## config.mk

```make
export PLATFORM = sky130hd
export DESIGN_NAME = operand_fetch_arbiter_flat
export DESIGN_NICKNAME = d
export VERILOG_FILES = /design/src/rtl/operand_fetch_arbiter_if.sv /design/src/rtl/operand_fetch_arbiter.sv /design/src/flat_wrapper.sv
export SDC_FILE = /design/constraint.sdc
export NUM_CORES = 1
export LEC_CHECK = 0
export BUFFER_PORTS_ARGS = -buffer_cell sky130_fd_sc_hd__buf_2
export CORE_MARGIN = 3
export CORE_UTILIZATION = 28
export DETAILED_ROUTE_END_ITERATION = 8
export PLACE_DENSITY = 0.76
export RECOVER_POWER = 100
export SLEW_MARGIN = 15
export SYNTH_ARGS = -nofsm -noshare
export SYNTH_HDL_FRONTEND = slang
export SYNTH_SLANG_ARGS = --single-unit
export TNS_END_PERCENT = 20
```

## constraint.sdc

```tcl
create_clock -name clk -period 1.71 [get_ports clk]
set_input_delay 0.171 -clock clk [delete_from_list [all_inputs] [get_ports clk]]
set_output_delay 0.171 -clock clk [all_outputs]
set_load 0.005 [all_outputs]
```

## src/rtl/operand_fetch_arbiter_if.sv

```systemverilog
// Bus bundle between the operand-fetch requesters/SRAM environment (master)
// and operand_fetch_arbiter (slave).
interface operand_fetch_arbiter_if #(
  parameter int NUM_REQ = 2,
  parameter int ADDR_W  = 8,
  parameter int DATA_W  = 32
);
  logic [NUM_REQ-1:0]        req;
  logic [NUM_REQ*ADDR_W-1:0] req_addr;
  logic                      hold;
  logic [NUM_REQ-1:0]        gnt;
  logic                      mem_rd_en;
  logic [ADDR_W-1:0]         mem_addr;
  logic [DATA_W-1:0]         mem_rdata;
  logic [NUM_REQ-1:0]        rsp_valid;
  logic [DATA_W-1:0]         rsp_data;
  logic                      fetch_stall;

  modport master (
    output req, req_addr, hold, mem_rdata,
    input  gnt, mem_rd_en, mem_addr, rsp_valid, rsp_data, fetch_stall
  );

  modport slave (
    input  req, req_addr, hold, mem_rdata,
    output gnt, mem_rd_en, mem_addr, rsp_valid, rsp_data, fetch_stall
  );
endinterface

```

## src/rtl/operand_fetch_arbiter.sv

```systemverilog
// Round-robin arbiter sharing one fixed-latency SRAM read port between NUM_REQ
// fetch requesters. Define OFA_STALL_CNT_EN to build the saturating stall counter.
module operand_fetch_arbiter #(
  parameter int NUM_REQ = 2,
  parameter int ADDR_W  = 8,
  parameter int DATA_W  = 32,
  parameter int RD_LAT  = 2
) (
  input  logic                   clk,
  input  logic                   rst_n,
  operand_fetch_arbiter_if.slave bus,
  output logic [15:0]            stall_cycles
);

  localparam int PTR_W = $clog2(NUM_REQ);

  typedef struct packed {
    logic             valid;
    logic [PTR_W-1:0] id;
  } tag_t;

  logic [PTR_W-1:0]   ptr;
  logic [NUM_REQ-1:0] busy;
  logic [NUM_REQ-1:0] eligible;
  logic [NUM_REQ-1:0] gnt_vec;
  logic [NUM_REQ-1:0] rsp_vec;
  logic               grant_any;
  logic [PTR_W-1:0]   winner;
  logic [PTR_W-1:0]   ptr_next;
  logic               stall;
  tag_t               pipe [RD_LAT];
  tag_t               tail;

  // Search downward from the farthest offset so the nearest eligible index
  // at or after ptr is the last one written and therefore wins.
  always_comb begin
    // NOTE: every always_comb output gets a default before any branch, so no latch is inferred.
    int idx;
    idx       = 0;
    grant_any = 1'b0;
    winner    = '0;
    eligible  = bus.req & ~busy & {NUM_REQ{~bus.hold}};
    for (int k = NUM_REQ - 1; k >= 0; k--) begin
      idx = int'(ptr) + k;
      if (idx >= NUM_REQ) idx = idx - NUM_REQ;
      if (eligible[idx]) begin
        grant_any = 1'b1;
        winner    = PTR_W'(idx);
      end
    end
  end

  assign gnt_vec  = grant_any ? (NUM_REQ'(1) << winner) : '0;
  assign ptr_next = (winner == PTR_W'(NUM_REQ - 1)) ? '0 : winner + 1'b1;
  assign tail     = pipe[RD_LAT-1];
  assign rsp_vec  = tail.valid ? (NUM_REQ'(1) << tail.id) : '0;
  assign stall    = (|bus.req) & ~grant_any;

  assign bus.gnt         = gnt_vec;
  assign bus.mem_rd_en   = grant_any;
  assign bus.mem_addr    = grant_any ? bus.req_addr[winner*ADDR_W +: ADDR_W] : '0;
  assign bus.rsp_valid   = rsp_vec;
  assign bus.rsp_data    = tail.valid ? bus.mem_rdata : '0;
  assign bus.fetch_stall = stall;

  // NOTE: the tag pipeline is reset so reads in flight at reset never respond afterwards.
  always_ff @(posedge clk or negedge rst_n) begin
    if (!rst_n) begin
      ptr  <= '0;
      busy <= '0;
      for (int i = 0; i < RD_LAT; i++) pipe[i] <= '0;
    end else begin
      if (grant_any) ptr <= ptr_next;
      // A requester's own response clears busy; it cannot be granted in that cycle.
      busy    <= (busy & ~rsp_vec) | gnt_vec;
      pipe[0] <= '{valid: grant_any, id: winner};
      for (int i = 1; i < RD_LAT; i++) pipe[i] <= pipe[i-1];
    end
  end

`ifdef OFA_STALL_CNT_EN
  always_ff @(posedge clk or negedge rst_n) begin
    if (!rst_n) begin
      stall_cycles <= '0;
    end else if (stall && (stall_cycles != 16'hFFFF)) begin
      stall_cycles <= stall_cycles + 16'd1;
    end
  end
`else
  assign stall_cycles = '0;
`endif

endmodule

```

## src/flat_wrapper.sv

```systemverilog
// flat-port wrapper written by rule: the top's interface ports become plain ports
module operand_fetch_arbiter_flat 
#(
  parameter int NUM_REQ = 2,
  parameter int ADDR_W  = 8,
  parameter int DATA_W  = 32,
  parameter int RD_LAT  = 2
)
  (clk, rst_n, stall_cycles, bus_req, bus_req_addr, bus_hold, bus_mem_rdata, bus_gnt, bus_mem_rd_en, bus_mem_addr, bus_rsp_valid, bus_rsp_data, bus_fetch_stall);
  operand_fetch_arbiter_if #(.NUM_REQ(NUM_REQ), .ADDR_W(ADDR_W), .DATA_W(DATA_W)) bus_i ();
  input  logic clk;
  input  logic rst_n;
  output logic [15:0] stall_cycles;
  input wire logic [$bits(bus_i.req)-1:0] bus_req;
  input wire logic [$bits(bus_i.req_addr)-1:0] bus_req_addr;
  input wire logic [$bits(bus_i.hold)-1:0] bus_hold;
  input wire logic [$bits(bus_i.mem_rdata)-1:0] bus_mem_rdata;
  output wire logic [$bits(bus_i.gnt)-1:0] bus_gnt;
  output wire logic [$bits(bus_i.mem_rd_en)-1:0] bus_mem_rd_en;
  output wire logic [$bits(bus_i.mem_addr)-1:0] bus_mem_addr;
  output wire logic [$bits(bus_i.rsp_valid)-1:0] bus_rsp_valid;
  output wire logic [$bits(bus_i.rsp_data)-1:0] bus_rsp_data;
  output wire logic [$bits(bus_i.fetch_stall)-1:0] bus_fetch_stall;
  assign bus_i.req = bus_req;
  assign bus_i.req_addr = bus_req_addr;
  assign bus_i.hold = bus_hold;
  assign bus_i.mem_rdata = bus_mem_rdata;
  assign bus_gnt = bus_i.gnt;
  assign bus_mem_rd_en = bus_i.mem_rd_en;
  assign bus_mem_addr = bus_i.mem_addr;
  assign bus_rsp_valid = bus_i.rsp_valid;
  assign bus_rsp_data = bus_i.rsp_data;
  assign bus_fetch_stall = bus_i.fetch_stall;
  operand_fetch_arbiter #(.NUM_REQ(NUM_REQ), .ADDR_W(ADDR_W), .DATA_W(DATA_W), .RD_LAT(RD_LAT)) u_core (.clk(clk), .rst_n(rst_n), .bus(bus_i), .stall_cycles(stall_cycles));
endmodule
```

==> results.ini, run 1 <==
[run_status]
status=completed

[pwr]
cellLeakagePower_nw=0.851
ir_worst_vdd_mv=0.426
power_per_cell_area_mw_per_mm2=728

[clock_tree]
cts_tree=yes
clk_latency_ns=0.25
cts.clk_slew.worst_paths_ns=0.05
clkSinkCount=7
tritoncts.num_buffers=3
clock_path_buffers=2
clk_root_buffer_cell=sky130_fd_sc_hd__clkbuf_4
h-tree-depth=1

[place]
portBuffers=98
dpl.hpwl_mm=2.15
gp_routability_congestion=0.708
placement.cell_area_mm2=0.00120
place.detailed.instances=212

[routing]
drt_first_iter_violations=24
postRouteWirelength_mm=2.60
drt-wirelength-per-cell_um=11.6
drt_first_pass_iters=4
detail_route.drc_violations=0
detailroute.via_count=944
vias_per_cell=4.21
remaining_antenna_violation_count_after_routing=0

[worst_setup_path]
required_ns=1.54
crit_chain=nand2b_2 > a2111oi_0 > a21o_1 > buf_2
crit_path_end_kind=output pin
critical-path-slowest-cell=sky130_fd_sc_hd__a2111oi_0
reg2reg_setup_slack_ns=0.37
critPathLaunchType=flip-flop
cp_max_fo=4
timing_worst_setup_path_type=flip-flop to output pin
critical_path.max_stage_delay_ns=0.43
critPathArrivalTime_ns=1.49
worstRegToRegCells=6

[global_routing]
first_pass_grt_wire_length_mm=3.73
grt_pass1_vias=869
gr-usage-all-layers_pct=14.3
grt_max_degree=33
grt_antenna_before_repair=0
grt-ovfl-total=0

[sta]
final_critical_path_time_including_i_o_delays_and_setup_ns=1.67
final.hold.worst_slack_ns=0.285
timing.clock.skew_ns=0.00110
maxClockFrequency_mhz=601
final_hold_viol_count=0
setup-tns-final_ns=0
finalSetupViolations=0
fin_crit_sh_pct=97.4
report.final.slew_viol_count=0
grt_setup_unrepaired=true

[yosys]
synth_simple_gate_area_share_pct=33.2
netlist.top_cell.by_area=sky130_fd_sc_hd__and2_1
adder_cell_fraction_of_synth_area_pct=0
synth.area.mux_share_pct=0
synth.distinct_cells=21
synth.yosys.seq_area_share_pct=23.9
synth.top_cells.by_area=sky130_fd_sc_hd__and2_1, sky130_fd_sc_hd__dfrtp_1, sky130_fd_sc_hd__buf_4
yosys.area_share.xor_xnor_pct=0
synthesis.area_per_instance_um2=8.32
dominant_combinational_cell_family_by_area_after_synthesis=simple AND/OR/NAND/NOR gates
synth_cells=88
number_of_warning_messages_in_the_yosys_log=0
synth-compound-area-share_pct=21.9
area_of_the_mapped_netlist_um2=732
postSynthRegisterBits=7
synth.top_cell.area_share_pct=27.4

[die]
io_pins=115
start_util_pct=31.3
placeableCoreArea_mm2=0.00234
chipHeight_um=57.1
die_area_mm2=0.00326
rows=17
die_w_um=57.1

[cells_and_area]
syn_to_final_growth_pct=76.9
post_route_cells_drive_above_1_share_pct=58.2
final_cell_count_no_fill=224
antenna_cells_inserted=0
nNetsFinal=250
final_common_cell=sky130_fd_sc_hd__buf_2
most-common-layout-cells=sky130_fd_sc_hd__buf_2, sky130_fd_sc_hd__and2_1, sky130_fd_sc_hd__conb_1
final_area_mm2=0.00129

[min_path]
worstHoldPathType=primary input to flip-flop
hold-path-cell-count=2

[job]
cap_viol_max_count=0

==> per-layer routing <==
metal | up-vias | GRT usage, % | wire, um | part of all wire [%]
li1 | 474 | - | - | -
met1 | 397 | 14.6 | 850 | 33
met2 | 71 | 26.4 | 1370 | 53
met3 | 2 | 4.52 | 367 | 14
met4 | 0 | 5.96 | 10 | 0.39
met5 | - | 0 | 0 | 0
==> final timing paths <==
check	from	end
worst min register to register	u_core.pipe[3]$_DFF_PN0_	u_core.pipe[1]$_DFF_PN0_
min in group asynchronous	rst_n	u_core.pipe[3]$_DFF_PN0_
worst max-delay path	u_core.busy[0]$_DFF_PN0_	bus_mem_addr[7]
worst max register to register	u_core.busy[1]$_DFF_PN0_	u_core.busy[1]$_DFF_PN0_
worst min-delay path	bus_hold	u_core.pipe[3]$_DFF_PN0_
max in group asynchronous	rst_n	u_core.busy[1]$_DFF_PN0_
==> report_power, final <==
group	total [W]	internal [W]	switching, W
Combinational	0.000556	0.000295	0.000261
Sequential	0.000240	0.000214	0.0000264
Clock	0.000147	0.0000889	0.0000584
Total	0.000943	0.000597	0.000346
==> Yosys cell counts (all sizes together) <==
| cell | instances |
|---|---|
| nand2 | 1 |
| a2111oi | 2 |
| and2b | 1 |
| nand2b | 2 |
| conb | 1 |
| inv | 5 |
| nor2b | 1 |
| a211oi | 1 |
| a21o | 3 |
| a22o | 6 |
| and2 | 32 |
| a21oi | 1 |
| nor2 | 2 |
| clkbuf | 3 |
| o21bai | 2 |
| buf | 16 |
| dfrtp | 7 |
| a311oi | 2 |
==> worst max-delay path: cells and delay by family, from the launching register on <==
family | cells | cell delay, ns
compound gates | 2 | 0.56
flops | 1 | 0.37
simple gates | 1 | 0.22
buf+inv | 1 | 0.10
==> flip-flops by register name, indices dropped and copies added (netlist names) <==
name / cells
u_core.ptr: 1
u_core.pipe: 4
u_core.busy: 2
==> cells by family after synthesis <==
family                 count (synthesis)
and+or+nand+nor                       39
DFF                                    7
buffers and inverters                 24
other                                  1
AOI/OAI and AO/OA                     17
==> layout make-up <==
class | instances | area (um^2)
repair buffers | 108 | 563
multi-input cells | 72 | 477
fillers | 234 | 1040
flip-flops and latches | 7 | 175
well taps | 28 | 35.0
inverters | 5 | 18.8
clock buffers | 4 | 26.3
==> timing repair <==
action	CTS	global route
pin swaps	1	4
setup endpoints to repair	8	8
hold buffers	1	0
hold endpoints to repair	7	0
buffers inserted	2	3
gates resized for setup	2	3
cloned	1	1
==> stage by stage <==
stage	utilization, %	total power, W	setup WS (ns)
final	55.3	0.000943	0.0449
after global routing	55.3	0.00103	-0.0810
after CTS	54.1	0.000921	0.0176
after detailed placement	51.2	0.000749	0.198
after global placement	51.2	0.000742	0.216
after floorplan	-	0.000531	0.364
Note: power is estimated with default switching activity, not from simulation.
==> run 2, diff against run 1 <==
Settings changed: PLACE_DENSITY 0.76 to default, PLACE_DENSITY_LB_ADDON from default to 0.2, SLEW_MARGIN 15 to 20.
==> run 2 against run 1 <==
  * Power is 2.0% higher
  * Critical endpoint is now bus_mem_addr[0]
  * Largest power group unchanged
  * Final cell count is 0.45% higher
  * Global-route usage is 0.64 points lower
  * Combinational power is 3% higher
  * Critical path type unchanged
  * Routed wire length is 1.9% lower
  * Core utilization is 0.37 points higher
  * Highest routed layer unchanged
==> results.ini, run 2 (synthesis gave the netlist of run 1 again) <==
[run_status]
status=completed

[clock_tree]
cts.clk_slew.worst_paths_ns=0.05  ; about the same
clk_root_buffer_cell=sky130_fd_sc_hd__clkbuf_4
h-tree-depth=1  ; unchanged
cts_tree=yes
clkSinkCount=7  ; unchanged
tritoncts.num_buffers=3  ; unchanged
clock_path_buffers=2  ; unchanged
clk_latency_ns=0.25  ; about the same

[cells_and_area]
fill_cells=218  ; -6.8%
final_common_cell=sky130_fd_sc_hd__buf_2
syn_to_final_growth_pct=78.1
antenna_cells_inserted=0  ; unchanged
largest_registers_ranked_by_flip_flop_count=u_core.pipe: 4 flops, u_core.busy: 2 flops, u_core.ptr: 1 flops
largest_reg_flops=4  ; unchanged
postLayoutCoreUtil_pct=55.7  ; +0.37 points
post_route_cells_drive_above_1_share_pct=57.9  ; -0.30 points
final_cell_count_no_fill=225  ; +0.45%
most-common-layout-cells=sky130_fd_sc_hd__buf_2, sky130_fd_sc_hd__and2_1, sky130_fd_sc_hd__conb_1
top_register=u_core.pipe
nNetsFinal=251  ; +0.40%

[routing]
detail_route.drc_violations=0  ; unchanged
remaining_antenna_violation_count_after_routing=0  ; unchanged
detailroute.via_count=935  ; -0.95%
drt_first_iter_violations=32  ; +33%
drt-wirelength-per-cell_um=11.3  ; -2.3%
vias_per_cell=4.16  ; -1.4%
drt_first_pass_iters=4  ; unchanged
postRouteWirelength_mm=2.55  ; -1.9%

[worst_setup_path]
path_buf_inv=2  ; +1
cp_max_fo=4  ; unchanged
path_common_cell=sky130_fd_sc_hd__buf_2
critical_path.max_stage_delay_ns=0.38  ; -0.05 ns
required_ns=1.54  ; about the same
crit_path_end_kind=output pin
critPathLaunchType=flip-flop
crit_chain=nand2b_4 > a311oi_4 > buf_2 > a22o_1 > buf_2
critical-path-slowest-cell=sky130_fd_sc_hd__dfrtp_1
critPathArrivalTime_ns=1.47  ; -0.02 ns
timing_worst_setup_path_type=flip-flop to output pin
critical_path.top_delay_family=flip-flops

[global_routing]
first_pass_grt_wire_length_mm=3.53  ; -5.2%
grt_antenna_before_repair=0  ; unchanged
gr-usage-all-layers_pct=13.6  ; -0.64 points
grt_pass1_vias=806  ; -7.2%
grt_max_degree=33  ; unchanged
grt-ovfl-total=0  ; unchanged

[sta]
fin_crit_sh_pct=96.1  ; -1.2 points
maxClockFrequency_mhz=608  ; +1.3%
grt_setup_unrepaired=true
postLayoutSetupSlackWorst_ns=0.0662  ; +0.0213 ns
final_critical_path_time_including_i_o_delays_and_setup_ns=1.64  ; -0.0213 ns
final.hold.worst_slack_ns=0.275  ; -0.0106 ns
finalSetupViolations=0  ; unchanged
timing.clock.skew_ns=0.00109  ; -0.00000377 ns
report.final.slew_viol_count=0  ; unchanged
final_hold_viol_count=0  ; unchanged

[place]
place.detailed.instances=212  ; unchanged
dp_slack_ns=0.144  ; -0.0543 ns
portBuffers=98  ; unchanged
gp_routability_congestion=0.684  ; -3.3%
dpl.hpwl_mm=2.06  ; -4.2%

[pwr]
power_per_cell_area_mw_per_mm2=738  ; +1.3%
p_total_w=0.000962  ; +2.0%
ir_worst_vdd_mv=0.517  ; +22%
cellLeakagePower_nw=0.859  ; +0.88%

[die]
die_area_mm2=0.00326  ; unchanged
io_pins=115  ; unchanged
rows=17  ; unchanged
placeableCoreArea_mm2=0.00234  ; unchanged
chipHeight_um=57.1  ; unchanged
die_w_um=57.1  ; unchanged
start_util_pct=31.3  ; unchanged

[job]
cap_viol_max_count=0  ; unchanged

[min_path]
worstHoldPathType=primary input to flip-flop

-- run 2: changes by cell type in the layout (fill, tap and decap cells not counted), sizes merged --
| cell | delta |
|---|---|
| buf | +1 |
-- run 2: through the flow --
| stage | cell area (um^2) | TNS, ns |
|---|---|---|
| 3_5_place_dp | 1200 | 0 |
| 3_3_place_gp | 1200 | 0 |
| 4_1_cts | 1260 | 0 |
| 2_1_floorplan | 788 | 0 |
| 5_1_grt | 1300 | -0.0131 |
| 6_report | 1300 | 0 |
-- run 2: final cells by class --
class,instances,area (um^2),share of cell area (%)
Inverter,5,18.8,1.44
Clock buffer,4,26.3,2.02
Sequential cell,7,175,13.4
Timing Repair Buffer,109,571,43.8
Multi-Input combinational cell,72,478,36.7
Tap cell,28,35.0,2.69
-- run 2: path summary, 6_finish.rpt --
kind,start,endpoint,slack [ns],cells past startpoint
worst min-delay path,bus_hold,u_core.pipe[3]$_DFF_PN0_,0.27,2
min in group asynchronous,rst_n,u_core.busy[0]$_DFF_PN0_,0.33,2
worst max-delay path,u_core.busy[1]$_DFF_PN0_,bus_mem_addr[0],0.07,5
worst max register to register,u_core.busy[1]$_DFF_PN0_,u_core.busy[1]$_DFF_PN0_,0.39,6
worst min register to register,u_core.pipe[2]$_DFF_PN0_,u_core.pipe[0]$_DFF_PN0_,0.35,0
max in group asynchronous,rst_n,u_core.pipe[2]$_DFF_PN0_,1.12,2
-- run 2: where the power goes --
group | leakage, nW | total (W) | internal, W | switching [W]
Clock | 0.0150 | 0.000149 | 0.0000890 | 0.0000602
Sequential | 0.0879 | 0.000238 | 0.000214 | 0.0000244
Combinational | 0.756 | 0.000575 | 0.000308 | 0.000266
-- run 2: layer usage --
| metal | up-vias | share of wire (%) | global-route usage, % |
|---|---|---|---|
| met2 | 69 | 50 | 24.8 |
| met5 | - | 0 | 0 |
| met4 | 0 | 1.6 | 5.96 |
| li1 | 475 | - | - |
| met3 | 6 | 13 | 4.52 |
| met1 | 385 | 35 | 14.1 |
-- run 2: timing repair --
action                                 CTS  global route
gates resized for setup                  2             4
setup endpoints to repair                8             8
hold buffers                             1             0
buffers inserted                         2             4
cloned                                   1             1
endpoints found under the hold margin    7             0
pin swaps                                1             2
==> run 3, diff against run 2 <==
==> constraint.sdc (replaced) <==
create_clock -name clk -period 1.71 [get_ports clk]
set_input_delay 0.342 -clock clk [delete_from_list [all_inputs] [get_ports clk]]
set_output_delay 0.342 -clock clk [all_outputs]
set_load 0.005 [all_outputs]
==> run 3 against run 2 <==
  * The run now ends with negative setup slack left
  * Highest routed layer unchanged
  * Sequential power about the same
  * Power down 1.8%
  * Via count down 0.43%
  * Final cell count down 1.8%
  * Clock power down 4%
  * Critical path depth unchanged
  * First-iteration DRC count down 13%
  * Global-route usage up 1.1 points
  * Die area unchanged
  * Setup slack worse by 0.17 ns
  * Largest power group unchanged
  * Clock-buffer cell count unchanged
==> results.ini, run 3 (synthesis gave the netlist of run 1 again) <==
[cells_and_area]
largest_reg_flops=4  ; unchanged
top_register=u_core.pipe
final_cell_count_no_fill=221  ; -1.8%
final_common_cell=sky130_fd_sc_hd__buf_2
most-common-layout-cells=sky130_fd_sc_hd__buf_2, sky130_fd_sc_hd__and2_1, sky130_fd_sc_hd__conb_1
largest_registers_ranked_by_flip_flop_count=u_core.pipe: 4 flops, u_core.busy: 2 flops, u_core.ptr: 1 flops
antenna_cells_inserted=0  ; unchanged
post_route_cells_drive_above_1_share_pct=58.5  ; +0.68 points
nNetsFinal=247  ; -1.6%
syn_to_final_growth_pct=75.6

[run_status]
status=finished with violations
violations=negative setup slack

[worst_setup_path]
critPathLaunchType=flip-flop
timing.rr.start=u_core.busy[1]$_DFF_PN0_
timing_worst_setup_path_type=flip-flop to output pin
critPathArrivalTime_ns=1.47  ; about the same
crit_path_end_kind=output pin
timing.critical_path.from=u_core.busy[1]$_DFF_PN0_
cp_max_fo=5  ; +1
required_ns=1.37  ; -0.17 ns

[clock_tree]
tritoncts.num_buffers=3  ; unchanged
clock_path_buffers=2  ; unchanged
cts_tree=yes
clk_root_buffer_cell=sky130_fd_sc_hd__clkbuf_4
clkSinkCount=7  ; unchanged
cts.clk_slew.worst_paths_ns=0.05  ; about the same
clk_latency_ns=0.24  ; about the same
h-tree-depth=1  ; unchanged

[min_path]
worstHoldPathType=flip-flop to flip-flop
hp-start=u_core.pipe[2]$_DFF_PN0_

[routing]
vias_per_cell=4.21  ; +1.4%
drt-wirelength-per-cell_um=11.4  ; +0.45%
postRouteWirelength_mm=2.51  ; -1.3%
remaining_antenna_violation_count_after_routing=0  ; unchanged
detail_route.drc_violations=0  ; unchanged
drt_first_iter_violations=28  ; -13%
drt_first_pass_iters=4  ; unchanged
detailroute.via_count=931  ; -0.43%

[global_routing]
grt_antenna_before_repair=0  ; unchanged
grt-ovfl-total=0  ; unchanged
first_pass_grt_wire_length_mm=3.86  ; +9.4%
gr-usage-all-layers_pct=14.7  ; +1.1 points
grt_max_degree=35  ; +6.1%
grt_pass1_vias=862  ; +6.9%

[die]
start_util_pct=31.3  ; unchanged
die_w_um=57.1  ; unchanged
die_area_mm2=0.00326  ; unchanged
rows=17  ; unchanged
placeableCoreArea_mm2=0.00234  ; unchanged
io_pins=115  ; unchanged
chipHeight_um=57.1  ; unchanged

[pwr]
cellInternalPower_w=0.000601  ; -1.7%
combinationalPowerShare_pct=59.6  ; about the same
ir_worst_vdd_mv=0.588  ; +14%
power_per_cell_area_mw_per_mm2=735  ; -0.36%
clockPowerShare_pct=15.1  ; -0.4 points
net_switching_share_of_the_total_power_pct=36.4  ; -0.088 points
p_sw_w=0.000344  ; -2.0%
p_seq_share_pct=25.3  ; +0.5 points
cellLeakagePower_nw=0.848  ; -1.2%

[job]
cap_viol_max_count=0  ; unchanged

[sta]
maxClockFrequency_mhz=552  ; -9.3%
fin_crit_sh_pct=106  ; +9.8 points
final_hold_viol_count=0  ; unchanged
grt_setup_unrepaired=true
finalSetupViolations=9  ; +9
final_critical_path_time_including_i_o_delays_and_setup_ns=1.81  ; +0.168 ns
final.hold.worst_slack_ns=0.356  ; +0.0814 ns
postLayoutSetupSlackWorst_ns=-0.102  ; -0.168 ns
timing.clock.skew_ns=0.00225  ; +0.00115 ns
report.final.slew_viol_count=0  ; unchanged

[place]
portBuffers=98  ; unchanged
gp_routability_congestion=0.666  ; -2.6%
dpl.hpwl_mm=2.11  ; +2.4%
place.detailed.instances=213  ; +0.47%

[run 3: changes by cell type in the layout (fill, tap and decap cells not counted)]
cell	previous run	this run
sky130_fd_sc_hd__a2111oi_0	0	1
sky130_fd_sc_hd__clkbuf_1	4	2
sky130_fd_sc_hd__a2111oi_1	2	0
sky130_fd_sc_hd__buf_4	7	5
sky130_fd_sc_hd__a2111oi_2	0	1
[run 3: final cells by class]
class                      instances  area (um^2)
clock buffer                       4         26.3
fill                             214         1050
inverter                           5         18.8
multi-input combinational         72          482
sequential                         7          175
tap                               28         35.0
timing repair buffer             105          548
[run 3: per-stage QoR]
step                      util (%)  setup slack (ns)  instance area, um^2  TNS [ns]  power, W
after CTS                     54.7            -0.104                 1280    -0.639  0.000950
after global routing          54.9            -0.188                 1280     -1.60   0.00104
after global placement        51.5             0.135                 1200         0  0.000740
final                         54.9            -0.102                 1280    -0.622  0.000945
after floorplan                  -             0.193                  788         0  0.000531
after detailed placement      51.5             0.115                 1200         0  0.000755
[run 3: path summary, 6_finish.rpt]
kind,to,slack (ns),cells after the start
max in group asynchronous,u_core.pipe[3]$_DFF_PN0_,0.93,2
min in group asynchronous,u_core.pipe[0]$_DFF_PN0_,0.52,2
min,u_core.pipe[0]$_DFF_PN0_,0.36,0
max,bus_mem_addr[3],-0.10,5
max reg2reg,u_core.busy[0]$_DFF_PN0_,0.43,5
min reg2reg,u_core.pipe[0]$_DFF_PN0_,0.36,0
[run 3: routing by layer]
layer | up-vias | track usage (%) | wire, um
li1 | 467 | - | -
met1 | 394 | 15.8 | 855
met2 | 68 | 27.1 | 1280
met3 | 2 | 4.98 | 363
met4 | 0 | 3.97 | 10
met5 | - | 0 | 0
[run 3: power by group through the flow]
stage,Combinational [W],Clock (W),Sequential [W]
global route,0.000626,0.000163,0.000247
global placement,0.000497,0,0.000243
detailed placement,0.000508,0,0.000246
CTS,0.000560,0.000152,0.000238
floorplan,0.000288,0,0.000243
finish,0.000563,0.000143,0.000239
[run 3: what timing repair did]
item / in CTS / in global routing
setup endpoints to repair: 10 / 11
hold buffers: 1 / 0
gates cloned: 1 / 0
setup buffers: 2 / 0
resized for setup: 4 / 2
hold endpoints to repair: 7 / 0
pin swaps: 0 / 2
[run 3: critical path: stages (launching register included)]
cell	delay (ns)
sky130_fd_sc_hd__dfrtp_1	0.39
sky130_fd_sc_hd__nand2b_4	0.17
sky130_fd_sc_hd__a311oi_4	0.24
sky130_fd_sc_hd__buf_4	0.20
sky130_fd_sc_hd__a22o_1	0.13
sky130_fd_sc_hd__buf_2	0.10
